### config.mk
export PLATFORM = sky130hd
export DESIGN_NAME = sort_ctrl
export DESIGN_NICKNAME = d
export VERILOG_FILES = /design/src/rtl/sort_ctrl.sv
export SDC_FILE = /design/constraint.sdc
export NUM_CORES = 1
export LEC_CHECK = 0
export CORE_MARGIN = 8
export CORE_UTILIZATION = 52
export DETAILED_ROUTE_END_ITERATION = 16
export PLACE_DENSITY = 0.73
export SYNTH_ARGS = -nofsm -noshare
export SYNTH_HDL_FRONTEND = slang
export SYNTH_SLANG_ARGS = --single-unit
### constraint.sdc
create_clock -name clk_i -period 2.25 [get_ports clk_i]
set_input_delay 0.45 -clock clk_i [delete_from_list [all_inputs] [get_ports clk_i]]
set_output_delay 0.45 -clock clk_i [all_outputs]
set_load 0.1 [all_outputs]
### src/rtl/sort_ctrl.sv
// ---------------------------------------------------------------------------
// sort_ctrl
//
// Packet-level controller that sits between a streaming source/sink pair and
// an external sort engine. One packet at a time is captured into a local
// buffer (at most 2**AWIDTH words, any excess is dropped and flagged). The
// engine is told to load and sort the packet. The sorted words the engine
// returns are then replayed on the source side with packet framing.
//
// Ports
//   clk_i, arst_n_i          clock, asynchronous active-low reset
//   snk_data_i               input stream word
//   snk_startofpacket_i      input framing: first word of packet
//   snk_endofpacket_i        input framing: last word of packet
//   snk_valid_i              input word qualifier
//   snk_ready_o              block can accept a word this cycle
//   src_data_o               sorted output word (zero when not valid)
//   src_startofpacket_o      output framing: first sorted word
//   src_endofpacket_o        output framing: last sorted word
//   src_valid_o              output qualifier (no backpressure)
//   eng_wren_o               engine: load the buffered packet
//   eng_sort_op_o            engine: keep sorting
//   eng_output_op_o          engine: present next sorted word
//   eng_clear_op_o           engine: discard state for this packet
//   eng_cntr_o               index of last valid word in the buffer
//   eng_rdaddr_i             engine read address into the buffer
//   eng_data_o               buffer word at eng_rdaddr_i (combinational)
//   eng_sort_done_i          engine has finished sorting
//   eng_data_i               word returned by the engine
//   busy_o                   a packet is in progress
//   trunc_o                  one-cycle pulse when a packet was truncated
// ---------------------------------------------------------------------------
module sort_ctrl #(
  parameter int DWIDTH = 8,
  parameter int AWIDTH = 4
) (
  input  logic              clk_i,
  input  logic              arst_n_i,
  input  logic [DWIDTH-1:0] snk_data_i,
  input  logic              snk_startofpacket_i,
  input  logic              snk_endofpacket_i,
  input  logic              snk_valid_i,
  output logic              snk_ready_o,
  output logic [DWIDTH-1:0] src_data_o,
  output logic              src_startofpacket_o,
  output logic              src_endofpacket_o,
  output logic              src_valid_o,
  output logic              eng_wren_o,
  output logic              eng_sort_op_o,
  output logic              eng_output_op_o,
  output logic              eng_clear_op_o,
  output logic [AWIDTH-1:0] eng_cntr_o,
  input  logic [AWIDTH-1:0] eng_rdaddr_i,
  output logic [DWIDTH-1:0] eng_data_o,
  input  logic              eng_sort_done_i,
  input  logic [DWIDTH-1:0] eng_data_i,
  output logic              busy_o,
  output logic              trunc_o
);

  localparam int DEPTH = 1 << AWIDTH;
  localparam logic [AWIDTH:0]   LP_DEPTH   = {1'b1, {AWIDTH{1'b0}}};
  localparam logic [AWIDTH:0]   LP_CNT_ONE = (AWIDTH+1)'(1);
  localparam logic [AWIDTH-1:0] LP_IDX_ONE = AWIDTH'(1);

  typedef enum logic [2:0] {
    S_IDLE,
    S_RECV,
    S_LOAD,
    S_SORT,
    S_DRAIN,
    S_CLEAR
  } state_t;

  state_t r_state;

  logic [DWIDTH-1:0] r_buf [DEPTH];

  logic [AWIDTH:0]   r_cnt;
  logic [AWIDTH-1:0] r_engCntr;
  logic [AWIDTH-1:0] r_drainIdx;
  logic              r_truncFlag;
  logic              r_ready;
  logic              r_busy;
  logic              r_trunc;
  logic              r_wren;
  logic              r_sortOp;
  logic              r_outputOp;
  logic              r_clearOp;
  logic              r_srcValid;
  logic              r_srcSop;
  logic              r_srcEop;

  logic              w_accept;
  logic              w_lastBeat;
  logic              w_bufWe;
  logic [AWIDTH-1:0] w_bufAddr;
  logic [AWIDTH:0]   w_cntNext;
  logic [AWIDTH-1:0] w_engCntrNext;
  logic              w_overflow;

  assign w_accept = snk_valid_i & r_ready;

  // Receive-path decode: where an accepted word lands in the buffer and what
  // the word count becomes. A start-of-packet always restarts at slot 0, so a
  // packet interrupted by a fresh sop simply forgets its earlier words. Once
  // the buffer is full, further words are swallowed and only flagged.
  always_comb begin
    w_bufWe    = 1'b0;
    w_bufAddr  = '0;
    w_cntNext  = r_cnt;
    w_overflow = 1'b0;
    if (w_accept && (r_state == S_IDLE || r_state == S_RECV)) begin
      if (snk_startofpacket_i) begin
        w_bufWe   = 1'b1;
        w_bufAddr = '0;
        w_cntNext = LP_CNT_ONE;
      end else if (r_state == S_RECV) begin
        if (r_cnt < LP_DEPTH) begin
          w_bufWe   = 1'b1;
          w_bufAddr = r_cnt[AWIDTH-1:0];
          w_cntNext = r_cnt + LP_CNT_ONE;
        end else begin
          w_overflow = 1'b1;
        end
      end
    end
  end

  // A full buffer has a count of 2**AWIDTH, whose low bits are zero; the
  // wrap of the narrow subtraction gives the correct last index for it too.
  assign w_engCntrNext = w_cntNext[AWIDTH-1:0] - LP_IDX_ONE;

  // End of packet is only honoured once a packet has been opened by a sop
  // (in IDLE, the closing word must itself carry the sop).
  assign w_lastBeat = w_accept & snk_endofpacket_i &
                      ((r_state == S_RECV) ||
                       (r_state == S_IDLE && snk_startofpacket_i));

  // Packet buffer. It has no reset: its contents only matter once they are
  // written, and the engine only reads indices below the current count.
  always_ff @(posedge clk_i) begin
    if (w_bufWe) begin
      r_buf[w_bufAddr] <= snk_data_i;
    end
  end

  assign eng_data_o = r_buf[eng_rdaddr_i];

  // Control FSM. Every output is a register that is loaded with its value
  // for the state being entered, so nothing on the ports glitches. The
  // source-side framing is the output-op pulse train delayed by one cycle,
  // which lines it up with the word the engine returns for each pulse.
  always_ff @(posedge clk_i or negedge arst_n_i) begin
    if (!arst_n_i) begin
      r_state     <= S_IDLE;
      r_cnt       <= '0;
      r_engCntr   <= '0;
      r_drainIdx  <= '0;
      r_truncFlag <= 1'b0;
      r_ready     <= 1'b0;
      r_busy      <= 1'b0;
      r_trunc     <= 1'b0;
      r_wren      <= 1'b0;
      r_sortOp    <= 1'b0;
      r_outputOp  <= 1'b0;
      r_clearOp   <= 1'b0;
      r_srcValid  <= 1'b0;
      r_srcSop    <= 1'b0;
      r_srcEop    <= 1'b0;
    end else begin
      r_wren     <= 1'b0;
      r_trunc    <= 1'b0;
      r_clearOp  <= 1'b0;
      r_srcValid <= r_outputOp;
      r_srcSop   <= r_outputOp && (r_drainIdx == '0);
      r_srcEop   <= r_outputOp && (r_drainIdx == r_engCntr);

      case (r_state)
        S_IDLE, S_RECV: begin
          r_cnt   <= w_cntNext;
          r_ready <= 1'b1;
          if (w_accept) begin
            if (snk_startofpacket_i) begin
              r_truncFlag <= 1'b0;
            end else if (w_overflow) begin
              r_truncFlag <= 1'b1;
            end
          end
          if (w_lastBeat) begin
            r_state   <= S_LOAD;
            r_ready   <= 1'b0;
            r_busy    <= 1'b1;
            r_wren    <= 1'b1;
            r_engCntr <= w_engCntrNext;
            r_trunc   <= !snk_startofpacket_i && (r_truncFlag || w_overflow);
          end else if (w_accept && snk_startofpacket_i) begin
            r_state <= S_RECV;
            r_busy  <= 1'b1;
          end
        end

        S_LOAD: begin
          r_state  <= S_SORT;
          r_sortOp <= 1'b1;
        end

        S_SORT: begin
          if (eng_sort_done_i) begin
            r_state    <= S_DRAIN;
            r_sortOp   <= 1'b0;
            r_outputOp <= 1'b1;
            r_drainIdx <= '0;
          end
        end

        // One output op per buffered word, then one idle drain cycle while
        // the final word is on the source port, then the clear.
        S_DRAIN: begin
          if (r_outputOp) begin
            if (r_drainIdx == r_engCntr) begin
              r_outputOp <= 1'b0;
            end else begin
              r_drainIdx <= r_drainIdx + LP_IDX_ONE;
            end
          end else begin
            r_state   <= S_CLEAR;
            r_clearOp <= 1'b1;
          end
        end

        S_CLEAR: begin
          r_state     <= S_IDLE;
          r_cnt       <= '0;
          r_engCntr   <= '0;
          r_drainIdx  <= '0;
          r_truncFlag <= 1'b0;
          r_busy      <= 1'b0;
          r_ready     <= 1'b1;
        end

        default: begin
          r_state <= S_IDLE;
        end
      endcase
    end
  end

  assign snk_ready_o         = r_ready;
  assign busy_o              = r_busy;
  assign trunc_o             = r_trunc;
  assign eng_wren_o          = r_wren;
  assign eng_sort_op_o       = r_sortOp;
  assign eng_output_op_o     = r_outputOp;
  assign eng_clear_op_o      = r_clearOp;
  assign eng_cntr_o          = r_engCntr;
  assign src_valid_o         = r_srcValid;
  assign src_startofpacket_o = r_srcSop;
  assign src_endofpacket_o   = r_srcEop;
  assign src_data_o          = r_srcValid ? eng_data_i : '0;

endmodule

==> reports/metrics.cfg <==
[clock_network]
numClockSinks = 155
path_clk_slew_ns = 0.06
cts_hold_buf = 0
htreeDepth = 4
cts_tree = yes
numCtsBuffers = 17
clk_path_buf_depth = 2
root_buffer = clkbuf_16
clk_latency_ns = 0.42

[routing]
routed_via_density = 5.912
firstDrtPassIters = 5
wl_per_cell_um = 23.71
ant_nets = 0
drc = 0
drtIter0Drc = 316
via_count = 3766
wl_um = 15100

[cells_and_area]
nets = 508
layout-drive-gt1-share_pct = 36.73
nFillCells = 752
diodes = 0
seqCellArea_um2 = 4521
syn_to_final_growth_pct = 30.25
multi_input_area_um2 = 1802

[floorplanning]
row_count = 40
die_area_um2 = 16110
die_x_um = 126.9
io_pins = 56
initial_core_util_pct = 53.27
die-height_um = 126.9
core_um2 = 12010

[critical_path]
crit_required_ns = 1.80
crit_path_end_kind = primary output
cp-start-kind = register
slowest_stage = mux4_2
r2r-start = r_state[1]
r2r_cells = 8
worstSetupPathType = register to primary output
path_max_fanout = 1
critPathArrivalTime_ns = 2.05
path_cells = mux4_2 > mux4_2 > buf_12
reg2reg_slack_ns = 0.05
r2r-end = r_buf[10][4]
slowest_delay_ns = 0.53
crit_top_cell = mux4_2

[sta]
finalCritPeriodShare_pct = 111.3
worst_pin_slew_ns = 0.5724
finalSetupViolCount = 8
drv_slew = 0
hold_slack_ns = 0.3985
max_freq_ghz = 0.3993
slew_headroom_pct = 61.72
setup_ws_ns = -0.2542
period_needed_ns = 2.504
fin_skew_ns = 0.008062
rsz0062_at_grt = true
final-hold-violation-count = 0
fin_setup_tns_ns = -1.635

[placed_design]
hpwlAfterDp_um = 9581
gp_congestion = 0.8224
numPortBuffers = 55

[synth]
synth_cells = 361
yosysTopAreaCell = edfxtp_1
netlist_top_cells_area = edfxtp_1 60%, mux4_2 14%, dfrtp_1 11%, nor2_1 1.5%, o21ai_0 1.4%
synth_xor_area_share_pct = 0.6844
yosysTopAreaCellShare_pct = 60.07
synthMuxAreaShare_pct = 14.08
synth-edff-count = 128
yosysUniqueCellTypes = 49
yosysMostFrequentCell = edfxtp_1
avgSynthCellArea_um2 = 17.72
synth_top_family_by_area = multiplexers
yosys_warnings = 0
yosys-top-cells-count = 128 x edfxtp_1, 40 x mux4_2, 27 x dfrtp_1
yosys_most_used_dff = edfxtp_1
synth_compound_area_share_pct = 4.478
synthSimpleGateAreaFrac_pct = 7.274
ys_ff_latch = 155
synthArstFlopShare_pct = 17.42
synth_area_um2 = 6399
synth_fp_nets = 392
yosysSeqAreaShare_pct = 70.63
synth_fa_ha_area_share_pct = 0.9777

[global_routing]
grt.overflow.total = 0
grt_pass1_wl_um = 22840
antenna_found_initial = 0
use_met1_pct = 22.96
grt_pass1_vias = 3932
use_met2_pct = 33.35
top_usage_layer = met2
grt_use_total_pct = 19.46
met3_usage_pct = 4.441
grt_max_degree = 28

[flow_run]
drv_cap = 0

[power]
vdd_drop_max_v = 0.001255
p_leak_uw = 0.003008
powerDensity_nw_per_um2 = 1029

[run_status]
violations = setup timing
status = finished, violations left

[hold_path]
hold_class = input port to async pin

==> state kept, by name (all words and copies together) (netlist names) <==
register and cells:
src_startofpacket_o 1, eng_cntr_o 4, src_valid_o 1, r_buf 128, eng_sort_op_o 1, r_state 3, r_drainIdx 4, eng_output_op_o 1
eng_clear_op_o 1, trunc_o 1, r_cnt 5, busy_o 1, src_endofpacket_o 1, r_truncFlag 1, snk_ready_o 1, eng_wren_o 1
==> through the flow <==
| step | util, % | setup WS, ns | power (uW) | instance area [um2] | instances |
|---|---|---|---|---|---|
| 2_1_floorplan | - | -0.1222 | 5110 | 6462 | 361 |
| 4_1_cts | 68.70 | -0.2692 | 8508 | 8252 | 631 |
| 3_3_place_gp | 63.54 | -0.4665 | 5813 | 7632 | 597 |
| 6_report | 69.39 | -0.2542 | 8579 | 8334 | 637 |
| 5_1_grt | 69.39 | -0.2941 | 8866 | 8334 | 637 |
| 3_5_place_dp | 63.54 | -0.4766 | 5871 | 7632 | 597 |
==> logic make-up (layout without fill, tap and decap cells) <==
kind of cell,count (synthesis),count (layout)
flops,155,155
compound gates,44,44
fa+ha+maj,5,5
simple gates,86,86
mux,40,40
buf+inv,26,155
xor+xnor,5,5
==> repair_timing <==
action                                 CTS  global route
pin swaps                                0             4
setup endpoints to repair               23            88
gates cloned                             2             0
resized for setup                       12            10
buffers inserted                         0             6
endpoints found under the hold margin    0             0
==> worst max path at each step <==
stage                          endpoint             from  slack (ns)  cells after the start
after floorplan           eng_data_o[0]  eng_rdaddr_i[0]       -0.12                      4
after global placement    eng_data_o[2]  eng_rdaddr_i[1]       -0.47                      5
after detailed placement  eng_data_o[5]  eng_rdaddr_i[1]       -0.48                      5
after CTS                 eng_data_o[6]     r_buf[11][6]       -0.27                      3
after global routing      eng_data_o[5]     r_buf[10][5]       -0.29                      3
final                     eng_data_o[5]     r_buf[10][5]       -0.25                      3
==> cell type report <==
| cell class | instances | share of cell area, % |
|---|---|---|
| multi-input cells | 180 | 21.62 |
| repair buffers | 113 | 14.97 |
| clock buffers | 21 | 5.284 |
| well taps | 147 | 2.207 |
| flip-flops and latches | 155 | 54.24 |
| clock inverters | 11 | 1.231 |
| inverters | 10 | 0.4504 |
==> routing by layer <==
metal	up-vias	share of wire, %
met5	-	0
met2	162	53
met4	0	2.4
met1	1899	39
li1	1679	-
met3	26	6.1
==> report_power, final <==
group          internal [uW]  leakage [uW]  switching [uW]
clock                   1610      0.000265            1040
combinational            880       0.00125            1560
sequential              3330       0.00149             168
total                   5810       0.00301            2770
==> cell usage in the layout, fill, tap and decap left out, types with 3 or more instances in the layout <==
cell type	count
xnor2_1	4
mux4_2	40
a21oi_1	6
buf_4	60
nand3_1	12
nand2_1	14
nor2_2	6
nor2_1	18
ha_1	5
nand3b_1	4
clkbuf_1	4
nand4_1	4
inv_1	10
buf_6	4
edfxtp_1	128
dfrtp_1	26
clkinv_1	4
buf_12	22
o21ai_0	18
clkdlybuf4s50_1	23
or2_2	3
and2_2	8
clkbuf_16	17
clkinv_2	4
==> critical path, delay by kind of cell (launching register included) <==
family   cells  cell delay, ns
buf+inv      1            0.19
flops        1            0.39
mux          2            1.05
(Power assumes the default switching activity.)
